### src/rtl/branch_pkg.sv
// rtl/branch_pkg.sv - opcodes, REGIMM rt codes and FSM states for the branch resolve unit
package branch_pkg;

  localparam logic [5:0] OP_REGIMM = 6'h01;
  localparam logic [5:0] OP_BEQ    = 6'h04;
  localparam logic [5:0] OP_BNE    = 6'h05;
  localparam logic [5:0] OP_BLEZ   = 6'h06;
  localparam logic [5:0] OP_BGTZ   = 6'h07;

  localparam logic [4:0] RT_BLTZ = 5'd0;
  localparam logic [4:0] RT_BGEZ = 5'd1;

  typedef enum logic [1:0] {
    IDLE,
    EVAL,
    REDIRECT
  } br_state_t;

  // True for every opcode this unit resolves; all others are accepted and dropped
  function automatic logic is_branch(input logic [5:0] op);
    return (op == OP_BEQ) || (op == OP_BNE) || (op == OP_REGIMM) ||
           (op == OP_BGTZ) || (op == OP_BLEZ);
  endfunction

endpackage

### src/rtl/branch_cond_eval.sv
// rtl/branch_cond_eval.sv - combinational branch condition evaluation
module branch_cond_eval (
  input  logic [5:0]  opcode,
  input  logic [4:0]  rt,
  input  logic [31:0] rs_val,
  input  logic [31:0] rt_val,
  output logic        taken
);
  import branch_pkg::*;

  // Pick the signed comparison implied by the opcode; REGIMM also decodes rt
  always_comb begin
    taken = 1'b0;
    case (opcode)
      OP_BEQ:    taken = (rs_val == rt_val);
      OP_BNE:    taken = (rs_val != rt_val);
      OP_REGIMM: begin
        if (rt == RT_BGEZ)      taken = ~rs_val[31];
        else if (rt == RT_BLTZ) taken = rs_val[31];
        else                    taken = 1'b0;
      end
      OP_BGTZ:   taken = ($signed(rs_val) > 32'sd0);
      OP_BLEZ:   taken = ($signed(rs_val) <= 32'sd0);
      default:   taken = 1'b0;
    endcase
  end

endmodule

### src/rtl/branch_resolve_unit.sv
// rtl/branch_resolve_unit.sv - execute-stage branch resolution, fetch redirect and statistics
module branch_resolve_unit #(
  parameter int ADDR_W = 32,
  parameter int CNT_W  = 16
) (
  input  logic              clk,
  input  logic              rst_n,
  input  logic              id_valid,
  output logic              id_ready,
  input  logic [5:0]        id_opcode,
  input  logic [4:0]        id_rt,
  input  logic [ADDR_W-1:0] id_pc,
  input  logic [15:0]       id_imm,
  input  logic [31:0]       id_rs_val,
  input  logic [31:0]       id_rt_val,
  input  logic              flush_in,
  output logic              resolved_valid,
  output logic              resolved_taken,
  output logic              redirect_valid,
  input  logic              redirect_ready,
  output logic [ADDR_W-1:0] redirect_target,
  output logic              flush_out,
  output logic [CNT_W-1:0]  branch_cnt,
  output logic [CNT_W-1:0]  taken_cnt
);
  import branch_pkg::*;

  br_state_t         state;
  logic [5:0]        cap_opcode;
  logic [4:0]        cap_rt;
  logic [ADDR_W-1:0] cap_pc;
  logic [15:0]       cap_imm;
  logic [31:0]       cap_rs_val;
  logic [31:0]       cap_rt_val;
  logic [ADDR_W-1:0] target_r;
  logic [ADDR_W-1:0] imm_ext;
  logic [ADDR_W-1:0] target_next;
  logic              taken;
  logic              accept;
  logic              resolve;

  branch_cond_eval u_cond (
    .opcode (cap_opcode),
    .rt     (cap_rt),
    .rs_val (cap_rs_val),
    .rt_val (cap_rt_val),
    .taken  (taken)
  );

  // A flush in the same cycle as a decode handshake means the instruction is wrong-path
  assign accept  = (state == IDLE) && id_valid && !flush_in && is_branch(id_opcode);
  assign resolve = (state == EVAL) && !flush_in;

  // Word offset, sign-extended then scaled; overflow wraps silently
  assign imm_ext     = ADDR_W'($signed(cap_imm));
  assign target_next = cap_pc + ADDR_W'(4) + (imm_ext << 2);

  assign id_ready        = (state == IDLE);
  assign resolved_valid  = resolve;
  assign resolved_taken  = resolve && taken;
  assign redirect_valid  = (state == REDIRECT);
  assign redirect_target = target_r;
  assign flush_out       = (state == REDIRECT) && redirect_ready && !flush_in;

  // Control FSM: capture from decode, resolve for one cycle, hold redirect until fetch takes it
  always_ff @(posedge clk or negedge rst_n) begin
    if (!rst_n) begin
      state      <= IDLE;
      cap_opcode <= '0;
      cap_rt     <= '0;
      cap_pc     <= '0;
      cap_imm    <= '0;
      cap_rs_val <= '0;
      cap_rt_val <= '0;
      target_r   <= '0;
    end else begin
      case (state)
        IDLE: begin
          if (accept) begin
            cap_opcode <= id_opcode;
            cap_rt     <= id_rt;
            cap_pc     <= id_pc;
            cap_imm    <= id_imm;
            cap_rs_val <= id_rs_val;
            cap_rt_val <= id_rt_val;
            state      <= EVAL;
          end
        end
        EVAL: begin
          if (flush_in) begin
            state <= IDLE;
          end else if (taken) begin
            target_r <= target_next;
            state    <= REDIRECT;
          end else begin
            state <= IDLE;
          end
        end
        REDIRECT: begin
          if (flush_in || redirect_ready) state <= IDLE;
        end
        default: state <= IDLE;
      endcase
    end
  end

  // Saturating performance counters, advanced only by unflushed resolutions
  always_ff @(posedge clk or negedge rst_n) begin
    if (!rst_n) begin
      branch_cnt <= '0;
      taken_cnt  <= '0;
    end else if (resolve) begin
      if (!(&branch_cnt))          branch_cnt <= branch_cnt + CNT_W'(1);
      if (taken && !(&taken_cnt))  taken_cnt  <= taken_cnt + CNT_W'(1);
    end
  end

endmodule

### config.mk
export PLATFORM = sky130hd
export DESIGN_NAME = branch_resolve_unit
export DESIGN_NICKNAME = d
export VERILOG_FILES = /design/src/rtl/branch_pkg.sv /design/src/rtl/branch_cond_eval.sv /design/src/rtl/branch_resolve_unit.sv
export SDC_FILE = /design/constraint.sdc
export NUM_CORES = 1
export LEC_CHECK = 0
export CAP_MARGIN = 10
export CORE_ASPECT_RATIO = 0.7
export CORE_MARGIN = 2
export CORE_UTILIZATION = 56
export DETAILED_ROUTE_END_ITERATION = 16
export PLACE_DENSITY = 0.95
export SLEW_MARGIN = 10
export SYNTH_ARGS = -nofsm -noshare
export SYNTH_HDL_FRONTEND = slang
export SYNTH_SLANG_ARGS = --single-unit
### constraint.sdc
create_clock -name clk -period 8.7 [get_ports clk]
set_input_delay 2.175 -clock clk [delete_from_list [all_inputs] [get_ports clk]]
set_output_delay 2.175 -clock clk [all_outputs]
set_load 0.01 [all_outputs]
==> Implementation_results.wiki <==
{| class="wikitable"
! Metric !! Value
|-
| Number of placed I/O pins || a little under 200
|-
| Top flip-flop cell by instance count after synthesis || sky130_fd_sc_hd__dfrtp_1
|-
| Path depth of the worst reg2reg path || 11
|-
| Overall routing resource usage || 0.270
|-
| Deepest clock path buffer count || 2
|-
| Cell taking the most area after synthesis || sky130_fd_sc_hd__dfrtp_1
|-
| Starting density of the core || 0.567
|-
| Area inside the core boundary || ~17000 um2
|-
| Origin of the critical flop-to-flop path || cap_pc[3]
|-
| Summed instance area of the synthesized netlist || around 9600 um2
|-
| Number of antenna violations at the first check in global routing || 0
|-
| Cell with the most instances after synthesis || sky130_fd_sc_hd__nand2_1
|-
| Yosys reg bits || about 190
|-
| Post-synthesis area per instance || between 9 and 10 um2
|-
| Clock tree sinks || between 150 and 200
|-
| Number of buffers created by CTS || 17
|-
| Worst IR Drop VDD || about 0.13 mV
|-
| Net total in the final layout || around 1400
|-
| CP Data Required Time || between 6 and 7 ns
|-
| Via count || roughly 8000
|-
| EDFF count, synth || 0
|-
| Instance count along the most critical hold path || 2
|-
| RSZ-0062 raised after global routing || false
|-
| Post-Route Utilization || 0.728
|-
| Iteration-0 DRC count of the detailed router || roughly 700
|-
| Quantity of I/O buffers inserted on ports || slightly below 200
|-
| Pin count of the biggest net entering global routing || ~110
|-
| Delay-heaviest family, CP || buffers and inverters
|-
| Slack of the worst reg-to-reg path || 5.18 ns
|-
| Max Clock Freq || about 0.16 GHz
|-
| Final Power || ~0.0026 W
|-
| DRC violations left || 0
|-
| Average wire per cell in the routed design || approximately 17 um
|-
| Outcome || completed
|-
| Source-to-sink clock delay at the later pin of the worst-skew pair || around 0.43 ns
|-
| Number of rows in the core area || 40
|-
| Share of the synthesized area in the top cell type || 0.490
|-
| Critical path's slowest cell || sky130_fd_sc_hd__clkdlybuf4s50_1
|-
| Clock root buffer master || sky130_fd_sc_hd__clkbuf_16
|-
| Via count of the first global-routing pass || around 8000
|-
| Worst Hold Margin || between 0.4 and 0.5 ns
|-
| Async set or reset register ratio after synthesis || 1.00
|-
| Area contributors post-synth || sky130_fd_sc_hd__dfrtp_1, sky130_fd_sc_hd__nand2_1, sky130_fd_sc_hd__ha_1
|-
| Commonest cells in the synthesized netlist || sky130_fd_sc_hd__nand2_1, sky130_fd_sc_hd__dfrtp_1, sky130_fd_sc_hd__xnor2_1
|-
| Setup TNS || 0 ns
|-
| Die width || ~160 um
|-
| Worst path bufs/invs || 2
|-
| Launch point of the critical path || flush_in
|-
| Antenna cells || 0
|-
| Part of the cycle the worst path needs || 0.724
|-
| Capturing element type of the critical path || output pin
|-
| Setup Skew || approximately 0.017 ns
|-
| Minimum clock period || ~6.3 ns
|-
| Worst reg2reg path endpoint || redirect_target[27]
|-
| Setup CP Type || in -> out
|-
| Number of buffers inserted by post-CTS setup repair || 0
|-
| Tightest Pin Transition || 0.928 ns
|-
| Series of cell instances along the critical path || clkdlybuf4s50_1, nor2_1, nand2_1, or4_1, a21oi_4, clkdlybuf4s50_1
|-
| Layout filler cell count || 1180
|-
| Most numerous cell on the critical path || sky130_fd_sc_hd__clkdlybuf4s50_1
|-
| Placed standard-cell area || 11800 um2
|-
| Final count of negative-setup-slack endpoints || 0
|-
| Final weighted congestion of routability-driven global placement || between 0.9 and 1
|-
| Cell area power density || 214 nW/um2
|-
| Synthesis-to-finish area growth || 28.3%
|-
| Final design area excluding fillers || roughly 12000 um2
|-
| Worst min-delay path category || reg -> reg
|-
| Post-synthesis sequential area ratio || 0.490
|-
| Maximum Capacitance Violations || 0
|-
| Termination of the worst setup path || resolved_taken
|-
| Final Max Slew Viols || 0
|-
| Detailed placement HPWL || roughly 17000 um
|-
| Crit path DAT || 4.12 ns
|-
| Synthesized Nets || 1200
|-
| Cell depth of the worst setup path || 6
|-
| DR pass1 iterations || 6
|-
| Slowest cell delay on critical path || between 0.5 and 0.6 ns
|-
| Resized cells post-CTS || 0
|-
| Clock tree from TritonCTS || done
|-
| Vias per cell || 5.56
|-
| Synth unique cells || 63
|-
| WL final || 24200 um
|-
| Worst-path fanout max || 5
|-
| Die Area || 18300 um2
|-
| Hold Violations, Final || 0
|-
| # H-tree levels || 4
|-
| Worst max-slew margin expressed relative to the limit || 0.381
|-
| Aggregate global routing overflow || 0
|-
| Lkg Pwr || slightly above 6 nW
|-
| Fraction of final layout cells with drive strength greater than 1 || 0.0539
|-
| First-pass GRT wire length || about 39000 um
|-
| Clock Pin Slew Worst Setup and Hold Paths || around 0.070 ns
|-
| Cts-stage hold buffer count || 0
|-
| Critical Path Start Type || input port
|-
| Die H || between 100 and 150 um
|-
| Synth warn || 0
|-
| Antenna viol nets, final || 0
|-
| Gate count of the mapped netlist || around 1000
|}
## report_power, final
part	switching [W]	internal (W)	total (W)	leakage, nW
sequential	0.000103	0.00100	0.00111	2.50
clock	0.000366	0.000443	0.000809	0.296
combinational	0.000400	0.000331	0.000731	3.29
## cells by family (layout without fill, tap and decap cells)
| group | after synthesis | count (layout) | share of synthesized area |
|---|---|---|---|
| AND/OR/NAND/NOR | 499 | 499 | 0.221 |
| XOR/XNOR | 88 | 88 | 0.0799 |
| adder cells (fa/ha/maj) | 60 | 60 | 0.0786 |
| buffers and inverters | 53 | 248 | 0.0257 |
| flip-flops | 189 | 189 | 0.490 |
| multiplexers | 30 | 30 | 0.0360 |
| AO/OA/AOI/OAI | 93 | 93 | 0.0685 |
## worst register-to-register path: stages, from the launching register on
cell	delay [ns]
sky130_fd_sc_hd__dfrtp_1	0.38
sky130_fd_sc_hd__ha_1	0.29
sky130_fd_sc_hd__ha_1	0.25
sky130_fd_sc_hd__fa_1	0.43
sky130_fd_sc_hd__a211oi_1	0.40
sky130_fd_sc_hd__o211ai_1	0.18
sky130_fd_sc_hd__a21oi_2	0.34
sky130_fd_sc_hd__o211ai_2	0.18
sky130_fd_sc_hd__a2111oi_2	0.31
sky130_fd_sc_hd__nor2_1	0.16
sky130_fd_sc_hd__xnor2_1	0.16
sky130_fd_sc_hd__mux2_1	0.30
## cell type report
| class | count | area (um2) | area share |
|---|---|---|---|
| multi-input combinational | 770 | 4690 | 0.379 |
| clock buffer | 18 | 439 | 0.0355 |
| timing repair buffer | 200 | 2000 | 0.161 |
| tap | 231 | 289 | 0.0233 |
| sequential | 189 | 4730 | 0.382 |
| clock inverter | 14 | 178 | 0.0143 |
| inverter | 16 | 62.6 | 0.00505 |
## routing by layer
layer | routed length (um) | global-route usage
met1 | 10900 | 0.375
met2 | 11100 | 0.431
met3 | 1850 | 0.0622
met4 | 395 | 0.0744
met5 | 0 | 0
## registers in the layout, indices dropped and copies added, names as in the netlist
register         flops
cap_imm             16
cap_rs_val          32
cap_opcode           6
redirect_target     32
cap_rt               5
taken_cnt           16
cap_rt_val          32
cap_pc              32
branch_cnt          16
state                2
## worst min path at each step
stage	start	endpoint	slack, ns
floorplan	cap_rt[4]	cap_rt[4]	0.44
global placement	cap_pc[1]	cap_pc[1]	0.46
detailed placement	cap_rt[1]	cap_rt[1]	0.47
CTS	cap_rt[1]	cap_rt[1]	0.49
global route	cap_pc[1]	cap_pc[1]	0.50
finish	cap_rt[1]	cap_rt[1]	0.48
## cell usage in the layout (no fill, tap or decap), types with 4 or more instances in the layout
cell type,n
sky130_fd_sc_hd__dfrtp_1,189
sky130_fd_sc_hd__or3_1,4
sky130_fd_sc_hd__clkinv_4,4
sky130_fd_sc_hd__xnor2_1,73
sky130_fd_sc_hd__inv_1,15
sky130_fd_sc_hd__and3_1,12
sky130_fd_sc_hd__clkdlybuf4s50_1,195
sky130_fd_sc_hd__nor3_1,6
sky130_fd_sc_hd__nor2_1,21
sky130_fd_sc_hd__a211oi_2,4
sky130_fd_sc_hd__nand4_1,21
sky130_fd_sc_hd__nand3_1,17
sky130_fd_sc_hd__clkbuf_16,17
sky130_fd_sc_hd__mux2_1,22
sky130_fd_sc_hd__nor4_1,10
sky130_fd_sc_hd__ha_1,59
sky130_fd_sc_hd__buf_4,4
sky130_fd_sc_hd__o21ai_0,14
sky130_fd_sc_hd__a21oi_1,28
sky130_fd_sc_hd__nand2_1,382
sky130_fd_sc_hd__a21o_1,10
sky130_fd_sc_hd__mux2_2,4
sky130_fd_sc_hd__o211ai_1,4
sky130_fd_sc_hd__o21bai_1,5
sky130_fd_sc_hd__xor2_1,15
sky130_fd_sc_hd__and2_1,5
## stage by stage
stage	worst slack [ns]	instances
global placement	2.45	1406
detailed placement	2.41	1406
finish	2.40	1438
floorplan	3.25	1012
global route	2.30	1438
CTS	2.39	1438
Power figures use the tool's default switching activity.
==> patch: new RTL, same settings <==
Change the parameter `ADDR_W` from 32 to 28.
--- a/src/rtl/branch_resolve_unit.sv
+++ b/src/rtl/branch_resolve_unit.sv
@@ -1,6 +1,6 @@
 // rtl/branch_resolve_unit.sv - execute-stage branch resolution, fetch redirect and statistics
 module branch_resolve_unit #(
-  parameter int ADDR_W = 32,
+  parameter int ADDR_W = 28,
   parameter int CNT_W  = 16
 ) (
   input  logic              clk,
Ports: changed (resized id_pc and redirect_target); port bits go from 197 to 189. No check against the original RTL was run, so the function may have changed too.
==> patch against the unedited design <==
Total power fell by 8.1%. Sequential cell count fell by 8. Global-route usage rose by 0.66 points. Clock power fell by 7.4%. Cell area fell by 7.0%. Setup slack got worse by 0.16 ns. Hold slack got worse by 0.0050 ns. Critical endpoint unchanged. Count of clock-buffer cells in the layout rose by 1. Sequential power fell by 4%. Largest cell class unchanged. Core utilization rose by 1.5 points. Routed wire length fell by 4.9%. Highest routed layer unchanged. Synthesized area fell by 7.9%.
==> patch: results <==
group,metric,value,unit
worst_setup_path,cp_max_fo,10,
layout,drive_gt1_share,4.553,%
layout,n_antenna_cell,1,
place,pre_cts_ws,2.283,ns
status,outcome,"completed",
power,power.density,211.1,nW/um2
drt,vias,7569,
drt,wirelength,23010,um
synthesis,yosysSeqAreaShare,50.96,%
place,place.gp.congestion,0.8614,
layout,nClkBuffers,19,
layout,buf_share,16.68,%
synthesis,yosys-top-cells-count,"406 x nand2_1, 181 x dfrtp_1, 53 x xor2_1",
synthesis,synth_adder_area_share,7.404,%
layout,final-clk-cell-share,4.945,%
floorplan,die_w,154.6,um
power,clockPowerShare,30.8,%
drt,drt_iter0_drc,649,
layout,multi_input_area_share,36.46,%
synthesis,yosysTopAreaCellShare,50.96,%
layout,seq_cell_count,181,
synthesis,syn_avg_cell_area,9.126,um2
synthesis,ys_top_cells_by_area,"dfrtp_1 51%, nand2_1 17%, ha_1 7.2%",
worst_setup_path,cp.arrival,4.28,ns
sta,skew,0.01338,ns
layout,inv_count,11,
layout,regArea,4529,um2
power,vdd_ir_drop_max,105.8,uV
drt,via_per_inst,5.545,
power,p_leak,5.854,nW
layout,multi_input_cells,747,
synthesis,yosysUniqueCellTypes,52,
layout,nFillCells,1052,
## patch: cell types whose count changed in the layout (fill, tap and decap cells not counted), sizes merged, moves of 12 or more
cell and delta:
o21ai +13, mux2 -24, xor2 +38, xnor2 -43, nand4 -12, nand2 +24
## patch: worst max-delay path: stages
cell and delay, ns:
clkdlybuf4s50_1 0.44, inv_1 0.11, nand3_1 0.16, or4_4 0.47, a21oi_2 0.12, buf_4 0.21
clkdlybuf4s50_1 0.58
## patch: final timing paths
| kind | from | end | slack, ns | cells after the start |
|---|---|---|---|---|
| worst max register to register | cap_imm[15]$_DFFE_PN0P_ | redirect_target[26]$_DFFE_PN0P_ | 5.02 | 11 |
| worst min-delay path | redirect_target[4]$_DFFE_PN0P_ | redirect_target[4]$_DFFE_PN0P_ | 0.47 | 2 |
| worst min register to register | redirect_target[4]$_DFFE_PN0P_ | redirect_target[4]$_DFFE_PN0P_ | 0.47 | 2 |
| max in group asynchronous | rst_n | cap_rs_val[4]$_DFFE_PN0P_ | 5.31 | 2 |
| min in group asynchronous | rst_n | taken_cnt[9]$_DFFE_PN0P_ | 1.84 | 1 |
| worst max-delay path | flush_in | resolved_taken | 2.24 | 7 |
## patch: logic make-up (layout without fill, tap and decap cells)
group                      Yosys count  after routing
adders and majority gates           52             52
other                                0              1
DFF                                181            181
AOI/OAI and AO/OA                   92             92
and+or+nand+nor                    514            514
buffers and inverters               46            236
muxes                                6              6
xor gates and xnor gates            83             83
## patch: per-layer routing
layer / GRT usage (%) / vias up / share of wire (%)
met5: 0 / - / 0
met4: 8.267 / 0 / 1.5
met3: 5.755 / 42 / 6.4
met2: 46.84 / 293 / 49
met1: 36.45 / 3670 / 43
li1: - / 3564 / -
